## config.mk

```make
export PLATFORM = sky130hd
export DESIGN_NAME = mbs_bus_arbiter_flat
export DESIGN_NICKNAME = d
export VERILOG_FILES = /design/src/rtl/mbs_bus_pkg.sv /design/src/rtl/mbs_bus_arbiter_if.sv /design/src/rtl/mbs_bus_prio_pick.sv /design/src/rtl/mbs_bus_arbiter.sv /design/src/flat_wrapper.sv
export SDC_FILE = /design/constraint.sdc
export NUM_CORES = 1
export LEC_CHECK = 0
export ABC_AREA = 0
export BUFFER_PORTS_ARGS = -buffer_cell sky130_fd_sc_hd__buf_2
export CAP_MARGIN = 5
export CELL_PAD_IN_SITES_DETAIL_PLACEMENT = 1
export CELL_PAD_IN_SITES_GLOBAL_PLACEMENT = 1
export CORE_MARGIN = 2
export CORE_UTILIZATION = 30
export CTS_CLUSTER_SIZE = 12
export DETAILED_ROUTE_END_ITERATION = 6
export GPL_ROUTABILITY_DRIVEN = 0
export GPL_TIMING_DRIVEN = 0
export PLACE_DENSITY = 0.87
export REMOVE_ABC_BUFFERS = 1
export SLEW_MARGIN = 15
export SYNTH_ARGS = -nofsm -noshare
export SYNTH_HDL_FRONTEND = slang
export SYNTH_SLANG_ARGS = --single-unit
```

## constraint.sdc

```tcl
create_clock -name clk -period 5 [get_ports clk]
set_input_delay 0.25 -clock clk [delete_from_list [all_inputs] [get_ports clk]]
set_output_delay 0.25 -clock clk [all_outputs]
set_load 0.005 [all_outputs]
```

## src/rtl/mbs_bus_pkg.sv

```systemverilog
// Shared constants and helpers for the system memory bus arbiter and its
// priority picker.
package mbs_bus_pkg;

    localparam int NUM_REQ  = 3;
    localparam int REQ_DATA = 0;
    localparam int REQ_INST = 1;
    localparam int REQ_DMA  = 2;

    localparam int TIMEOUT_DEF      = 255;
    localparam int STARVE_LIMIT_DEF = 4;

    typedef enum logic [1:0] {
        ST_IDLE = 2'd0,
        ST_BUSY = 2'd1,
        ST_RESP = 2'd2
    } arb_state_e;

    // Bits needed to count from 0 up to and including max_val.
    function automatic int cnt_width(input int max_val);
        return (max_val < 1) ? 1 : $clog2(max_val + 1);
    endfunction

endpackage

```

## src/rtl/mbs_bus_arbiter_if.sv

```systemverilog
// Requester and memory-side signals of the bus arbiter. The slave modport is
// the arbiter's view; the master modport is the view of the surrounding system.
interface mbs_bus_arbiter_if
    import mbs_bus_pkg::*;
#(
    parameter int ADDR_WIDTH = 32,
    parameter int DATA_WIDTH = 32
);
    logic                            stop;
    logic [NUM_REQ-1:0]              req;
    logic [NUM_REQ-1:0]              we;
    logic [NUM_REQ*ADDR_WIDTH-1:0]   addr;
    logic [NUM_REQ*DATA_WIDTH-1:0]   wdata;
    logic [NUM_REQ-1:0]              gnt;
    logic [NUM_REQ-1:0]              done;
    logic [DATA_WIDTH-1:0]           rdata;
    logic                            err;
    logic                            mem_req;
    logic                            mem_we;
    logic [ADDR_WIDTH-1:0]           mem_addr;
    logic [DATA_WIDTH-1:0]           mem_wdata;
    logic [DATA_WIDTH-1:0]           mem_rdata;
    logic                            mem_ready;

    modport slave (
        input  stop, req, we, addr, wdata, mem_rdata, mem_ready,
        output gnt, done, rdata, err, mem_req, mem_we, mem_addr, mem_wdata
    );

    modport master (
        output stop, req, we, addr, wdata, mem_rdata, mem_ready,
        input  gnt, done, rdata, err, mem_req, mem_we, mem_addr, mem_wdata
    );

endinterface

```

## src/rtl/mbs_bus_prio_pick.sv

```systemverilog
// Combinational winner selection: saturated DMA, then saturated instruction
// fetch, then fixed priority data > inst > dma.
module mbs_bus_prio_pick
    import mbs_bus_pkg::*;
(
    input  logic [NUM_REQ-1:0] req_i,
    input  logic               sat_inst_i,
    input  logic               sat_dma_i,
    output logic [NUM_REQ-1:0] win_o,
    output logic               valid_o
);

    // NOTE: every always_comb output gets a default first so no path infers a latch.
    always_comb begin
        win_o = '0;
        if (req_i[REQ_DMA] && sat_dma_i) begin
            win_o[REQ_DMA] = 1'b1;
        end else if (req_i[REQ_INST] && sat_inst_i) begin
            win_o[REQ_INST] = 1'b1;
        end else if (req_i[REQ_DATA]) begin
            win_o[REQ_DATA] = 1'b1;
        end else if (req_i[REQ_INST]) begin
            win_o[REQ_INST] = 1'b1;
        end else if (req_i[REQ_DMA]) begin
            win_o[REQ_DMA] = 1'b1;
        end
    end

    assign valid_o = |req_i;

endmodule

```

## src/rtl/mbs_bus_arbiter.sv

```systemverilog
// Three-requester arbiter for the single-ported memory bus: one access in
// flight, starvation override for inst/dma, and a BUSY timeout that reports err.
module mbs_bus_arbiter
    import mbs_bus_pkg::*;
#(
    parameter int ADDR_WIDTH   = 32,
    parameter int DATA_WIDTH   = 32,
    parameter int TIMEOUT      = TIMEOUT_DEF,
    parameter int STARVE_LIMIT = STARVE_LIMIT_DEF
) (
    input logic              clk,
    input logic              rst,
    mbs_bus_arbiter_if.slave bus
);

    localparam int TW = cnt_width(TIMEOUT);
    localparam int SW = cnt_width(STARVE_LIMIT);
    localparam logic [TW-1:0] TO_LAST  = TW'(TIMEOUT - 1);
    localparam logic [SW-1:0] STARVE_MAX = SW'(STARVE_LIMIT);

    arb_state_e              state_q;
    logic [NUM_REQ-1:0]      gnt_q, done_q;
    logic [DATA_WIDTH-1:0]   rdata_q, mem_wdata_q;
    logic [ADDR_WIDTH-1:0]   mem_addr_q;
    logic                    err_q, mem_req_q, mem_we_q;
    logic [TW-1:0]           to_cnt_q;
    logic [SW-1:0]           starve1_q, starve2_q, starve1_d, starve2_d;

    logic [NUM_REQ-1:0]      pick_win;
    logic                    pick_valid;
    logic [ADDR_WIDTH-1:0]   sel_addr;
    logic [DATA_WIDTH-1:0]   sel_wdata;
    logic                    sel_we;

    mbs_bus_prio_pick u_pick (
        .req_i      (bus.req),
        .sat_inst_i (starve1_q == STARVE_MAX),
        .sat_dma_i  (starve2_q == STARVE_MAX),
        .win_o      (pick_win),
        .valid_o    (pick_valid)
    );

    always_comb begin
        sel_addr  = '0;
        sel_wdata = '0;
        sel_we    = 1'b0;
        for (int i = 0; i < NUM_REQ; i++) begin
            if (pick_win[i]) begin
                sel_addr  = bus.addr[i*ADDR_WIDTH +: ADDR_WIDTH];
                sel_wdata = bus.wdata[i*DATA_WIDTH +: DATA_WIDTH];
                sel_we    = bus.we[i];
            end
        end
    end

    // Winner and idle requesters clear; requesting losers count up to the limit.
    always_comb begin
        starve1_d = starve1_q;
        starve2_d = starve2_q;
        if (pick_win[REQ_INST] || !bus.req[REQ_INST]) starve1_d = '0;
        else if (starve1_q != STARVE_MAX)             starve1_d = starve1_q + 1'b1;
        if (pick_win[REQ_DMA] || !bus.req[REQ_DMA])   starve2_d = '0;
        else if (starve2_q != STARVE_MAX)             starve2_d = starve2_q + 1'b1;
    end

    // NOTE: sequential state uses non-blocking assignments only, and the
    // synchronous reset clears every register, abandoning any in-flight access.
    always_ff @(posedge clk) begin
        if (rst) begin
            state_q     <= ST_IDLE;
            gnt_q       <= '0;
            done_q      <= '0;
            rdata_q     <= '0;
            err_q       <= 1'b0;
            mem_req_q   <= 1'b0;
            mem_we_q    <= 1'b0;
            mem_addr_q  <= '0;
            mem_wdata_q <= '0;
            to_cnt_q    <= '0;
            starve1_q   <= '0;
            starve2_q   <= '0;
        end else begin
            done_q <= '0;
            case (state_q)
                ST_IDLE: begin
                    if (pick_valid && !bus.stop) begin
                        state_q     <= ST_BUSY;
                        gnt_q       <= pick_win;
                        mem_req_q   <= 1'b1;
                        mem_we_q    <= sel_we;
                        mem_addr_q  <= sel_addr;
                        mem_wdata_q <= sel_wdata;
                        to_cnt_q    <= '0;
                        starve1_q   <= starve1_d;
                        starve2_q   <= starve2_d;
                    end
                end
                ST_BUSY: begin
                    if (bus.mem_ready || to_cnt_q == TO_LAST) begin
                        state_q     <= ST_RESP;
                        done_q      <= gnt_q;
                        rdata_q     <= bus.mem_ready ? bus.mem_rdata : '0;
                        err_q       <= !bus.mem_ready;
                        mem_req_q   <= 1'b0;
                        mem_we_q    <= 1'b0;
                        mem_addr_q  <= '0;
                        mem_wdata_q <= '0;
                    end else begin
                        to_cnt_q <= to_cnt_q + 1'b1;
                    end
                end
                ST_RESP: begin
                    state_q  <= ST_IDLE;
                    gnt_q    <= '0;
                    rdata_q  <= '0;
                    err_q    <= 1'b0;
                    to_cnt_q <= '0;
                end
                default: state_q <= ST_IDLE;
            endcase
        end
    end

    assign bus.gnt       = gnt_q;
    assign bus.done      = done_q;
    assign bus.rdata     = rdata_q;
    assign bus.err       = err_q;
    assign bus.mem_req   = mem_req_q;
    assign bus.mem_we    = mem_we_q;
    assign bus.mem_addr  = mem_addr_q;
    assign bus.mem_wdata = mem_wdata_q;

endmodule
```

## src/flat_wrapper.sv

```systemverilog
// flat-port wrapper written by rule: the top's interface ports become plain ports
module mbs_bus_arbiter_flat import mbs_bus_pkg::*;
#(
    parameter int ADDR_WIDTH   = 32,
    parameter int DATA_WIDTH   = 32,
    parameter int TIMEOUT      = TIMEOUT_DEF,
    parameter int STARVE_LIMIT = STARVE_LIMIT_DEF
)
  (clk, rst, bus_stop, bus_req, bus_we, bus_addr, bus_wdata, bus_mem_rdata, bus_mem_ready, bus_gnt, bus_done, bus_rdata, bus_err, bus_mem_req, bus_mem_we, bus_mem_addr, bus_mem_wdata);
  mbs_bus_arbiter_if #(.ADDR_WIDTH(ADDR_WIDTH), .DATA_WIDTH(DATA_WIDTH)) bus_i ();
  input logic clk;
  input logic rst;
  input wire logic [$bits(bus_i.stop)-1:0] bus_stop;
  input wire logic [$bits(bus_i.req)-1:0] bus_req;
  input wire logic [$bits(bus_i.we)-1:0] bus_we;
  input wire logic [$bits(bus_i.addr)-1:0] bus_addr;
  input wire logic [$bits(bus_i.wdata)-1:0] bus_wdata;
  input wire logic [$bits(bus_i.mem_rdata)-1:0] bus_mem_rdata;
  input wire logic [$bits(bus_i.mem_ready)-1:0] bus_mem_ready;
  output wire logic [$bits(bus_i.gnt)-1:0] bus_gnt;
  output wire logic [$bits(bus_i.done)-1:0] bus_done;
  output wire logic [$bits(bus_i.rdata)-1:0] bus_rdata;
  output wire logic [$bits(bus_i.err)-1:0] bus_err;
  output wire logic [$bits(bus_i.mem_req)-1:0] bus_mem_req;
  output wire logic [$bits(bus_i.mem_we)-1:0] bus_mem_we;
  output wire logic [$bits(bus_i.mem_addr)-1:0] bus_mem_addr;
  output wire logic [$bits(bus_i.mem_wdata)-1:0] bus_mem_wdata;
  assign bus_i.stop = bus_stop;
  assign bus_i.req = bus_req;
  assign bus_i.we = bus_we;
  assign bus_i.addr = bus_addr;
  assign bus_i.wdata = bus_wdata;
  assign bus_i.mem_rdata = bus_mem_rdata;
  assign bus_i.mem_ready = bus_mem_ready;
  assign bus_gnt = bus_i.gnt;
  assign bus_done = bus_i.done;
  assign bus_rdata = bus_i.rdata;
  assign bus_err = bus_i.err;
  assign bus_mem_req = bus_i.mem_req;
  assign bus_mem_we = bus_i.mem_we;
  assign bus_mem_addr = bus_i.mem_addr;
  assign bus_mem_wdata = bus_i.mem_wdata;
  mbs_bus_arbiter #(.ADDR_WIDTH(ADDR_WIDTH), .DATA_WIDTH(DATA_WIDTH), .TIMEOUT(TIMEOUT), .STARVE_LIMIT(STARVE_LIMIT)) u_core (.clk(clk), .rst(rst), .bus(bus_i));
endmodule
```

==> reports/summary.txt <==
RSZ-0062 raised after global routing: false
adder-cell share of the synthesized area: 1.23%
final slew viol count: 0
Die X: 147 µm
Leak: 0.00367 µW
TritonCTS Sinks: 121
Tcrit/Tclk final: 50.7%
vias per cell: 5.65
initial core utilization: 30.4%
Top FF cell, synth: dfxtp_1
Post-CTS Hold Buffers: 0
die area: 21500 µm²
Slew HR: 35.7%
Final ANT Viol Nets: 0
overall routed net length: 25300 µm
Final Hold Vio Count: 0
area of the multi-input gates: 3330 µm²
post-CTS sizing: 0
non-filler instance count after layout: 1253
Finish-stage setup viols: 0
Placed Instances: 1221
DRC: 0
placed wire-length estimate: 18000 µm
root buf cell: clkbuf_16
synth unique cells: 47
Area Overhead vs Synth: 40.9%
maximum ir drop on the vdd rail: 184 µV
post-route cell area: 8600 µm²
Setup CP Type: reg -> reg
Mapped Cells: 681
Compound-Gate Fraction of Synth Area: 38.8%
Synth top area share: 39.7%
worst endpoint required time: 5.35 ns
Mapped Area: 6110 µm²
DP Area: 8040 µm²
Buffers on Ports: 338
Post-synth ARST share: 0%
largest net degree at the start of global routing: 72
vias in the first global route: 7294
largest buffer count on any clock path: 2
drt initial violations: 282
most used cell, CP: buf_8
slowest cell on the critical path: nor3_4
Num CTS Buffers: 17
I/O pin count: 339
first-pass GRT wire length: 39200 µm
Simple-Gate Fraction of Synth Area: 13.1%
sequential fraction of the synthesis area: 39.7%
Worst Tran Pin Value: 0.964 ns
flops & latches, synth: 121
Routed WL per cell: 20.2 µm
top post-synthesis cells by area: dfxtp_1 40%, o211ai_1 12%, a221o_1 11%, a21oi_2 7.3%, nand3_1 6.4%
layout cells sized above 1: 45.0%
vias: 7085
Worst setup SP type: flop
height of the die: 147 µm
initial antenna violation count: 3
status: finished, final reports clean
MaxCap Viol Count: 0
Worst-Skew Late Latency: 0.41 ns
mux cell area share after synthesis: 0.492%
Worst EP arrival: 2.89 ns
largest family of logic cells by synthesized area: compound AO/OA/AOI/OAI gates
final net count: 1210
Clock Pin Slew Worst Setup and Hold Paths: 0.06 ns
Avg Cell Area, Syn: 8.97 µm²
H-tree depth: 4
pwr/cell area: 309 nW/µm²
Final Skew: 0.00825 ns
GRT Total Usage: 22.8%
post-CTS setup buffers: 0
critical-path maximum fanout: 19
CP Capture Type: flop
Post-synth EDFFs: 0
final hold slack: 0.0552 ns
crit path time final: 2.53 ns
Reg area: 2420 µm²
CP cell instances: nor3_2 -> nand2_4 -> nor3_4 -> buf_8 -> buf_8 -> a221o_1
Cell Rows: 52
leading area contributor after synthesis: dfxtp_1
flop2flop setup slack: 2.47 ns
Pwr Total: 2660 µW
filler cell count: 2431
Worst path max stage delay: 0.71 ns
core box area: 20100 µm²
synth warn: 0
Max Clock Freq: 395 MHz
Synth Area in XOR/XNOR: 0%
Min-Delay Path Class: in -> reg
global route total overflow: 0
CTS tree: done
1st-pass router iterations: 4
==> flip-flops by register name, summed over array words and instances, names as in the netlist <==
signal                cells
u_core.bus.mem_addr      32
u_core.bus.mem_wdata     32
u_core.bus.rdata         32
u_core.to_cnt_q           8
u_core.bus.done           3
u_core.bus.gnt            3
u_core.starve1_q          3
u_core.starve2_q          3
u_core.state_q            2
u_core.bus.err            1
u_core.bus.mem_req        1
u_core.bus.mem_we         1
==> synth_stat cells, types with 3 or more instances <==
library cell and number:
dfxtp_1 121, o211ai_1 97, nand3_1 78, a221o_1 65, a21oi_1 60, clkbuf_1 54
a21oi_2 51, nand2_1 43, buf_2 15, inv_1 11, buf_6 7, o21ai_0 7
ha_1 6, nand2b_1 6, nor2_1 5, nand4_1 4, nor3_1 4, and3_1 3
buf_1 3, mux2i_1 3, nor3b_1 3
==> area by class of cell <==
| type | count | area share [%] |
|---|---|---|
| Tap cell | 270 | 3.93 |
| Sequential cell | 121 | 28.2 |
| Timing Repair Buffer | 349 | 22.2 |
| Inverter | 11 | 0.480 |
| Clock buffer | 22 | 5.40 |
| Multi-Input combinational cell | 470 | 38.7 |
| Antenna cell | 2 | 0.0582 |
| Clock inverter | 8 | 1.12 |
==> critical path: cells and delay by family (launching register included) <==
kind,cells,cell delay (ns)
simple gates,3,1.40
buf+inv,2,0.46
flops,1,0.42
compound gates,1,0.17
==> routing by layer <==
layer	vias up	GRT usage (%)	share of wire (%)
met4	0	9.27	3.4
li1	3239	-	-
met5	-	0	0
met2	347	38.8	49
met1	3445	26.6	40
met3	54	7.25	8.5
==> kinds of logic (layout without fill, tap and decap cells) <==
logic type      after synthesis  count (layout)
compound gates              303             303
simple gates                158             158
flops                       121             121
buf+inv                      90             390
fa+ha+maj                     6               6
mux                           3               3
other cells                   0               2
==> layout by cell type, fill, tap and decap left out, types with 3 or more instances in the layout <==
cell type,synthesis,layout
buf_2,15,336
dfxtp_1,121,121
o211ai_1,97,97
nand3_1,78,77
a221o_1,65,65
a21oi_1,60,60
a21oi_2,51,50
nand2_1,43,43
clkbuf_16,0,17
inv_1,11,11
o21ai_0,7,7
ha_1,6,6
buf_12,0,5
nand2b_1,6,4
nor3_1,4,4
nor2_1,5,4
nand4_1,4,4
clkinv_2,0,4
nor3b_1,3,3
mux2i_1,3,3
clkbuf_1,54,3
buf_8,0,3
==> path summary, 6_finish.rpt <==
check	start	end	cells past startpoint
worst max register to register	u_core.state_q[0]	u_core.bus.mem_wdata[12]	6
worst min register to register	u_core.bus.mem_wdata[29]	u_core.bus.mem_wdata[29]	1
worst min-delay path	bus_wdata[64]	u_core.bus.mem_wdata[0]	2
worst max-delay path	u_core.state_q[0]	u_core.bus.mem_wdata[12]	6
==> report_power, final <==
group	leakage, µW	switching [µW]	internal [µW]
combinational	0.00241	218	179
clock	0.000276	463	753
sequential	0.000985	29.2	1010
==> metrics by stage <==
step	setup TNS, ns	util [%]	setup WS (ns)
after floorplan	0	-	1.80
after global placement	-56.45	38.6	-0.886
after detailed placement	0	40.0	2.26
after CTS	0	42.8	2.47
after global routing	0	42.8	2.32
final	0	42.8	2.47
Note: power is estimated with default switching activity, not from simulation.
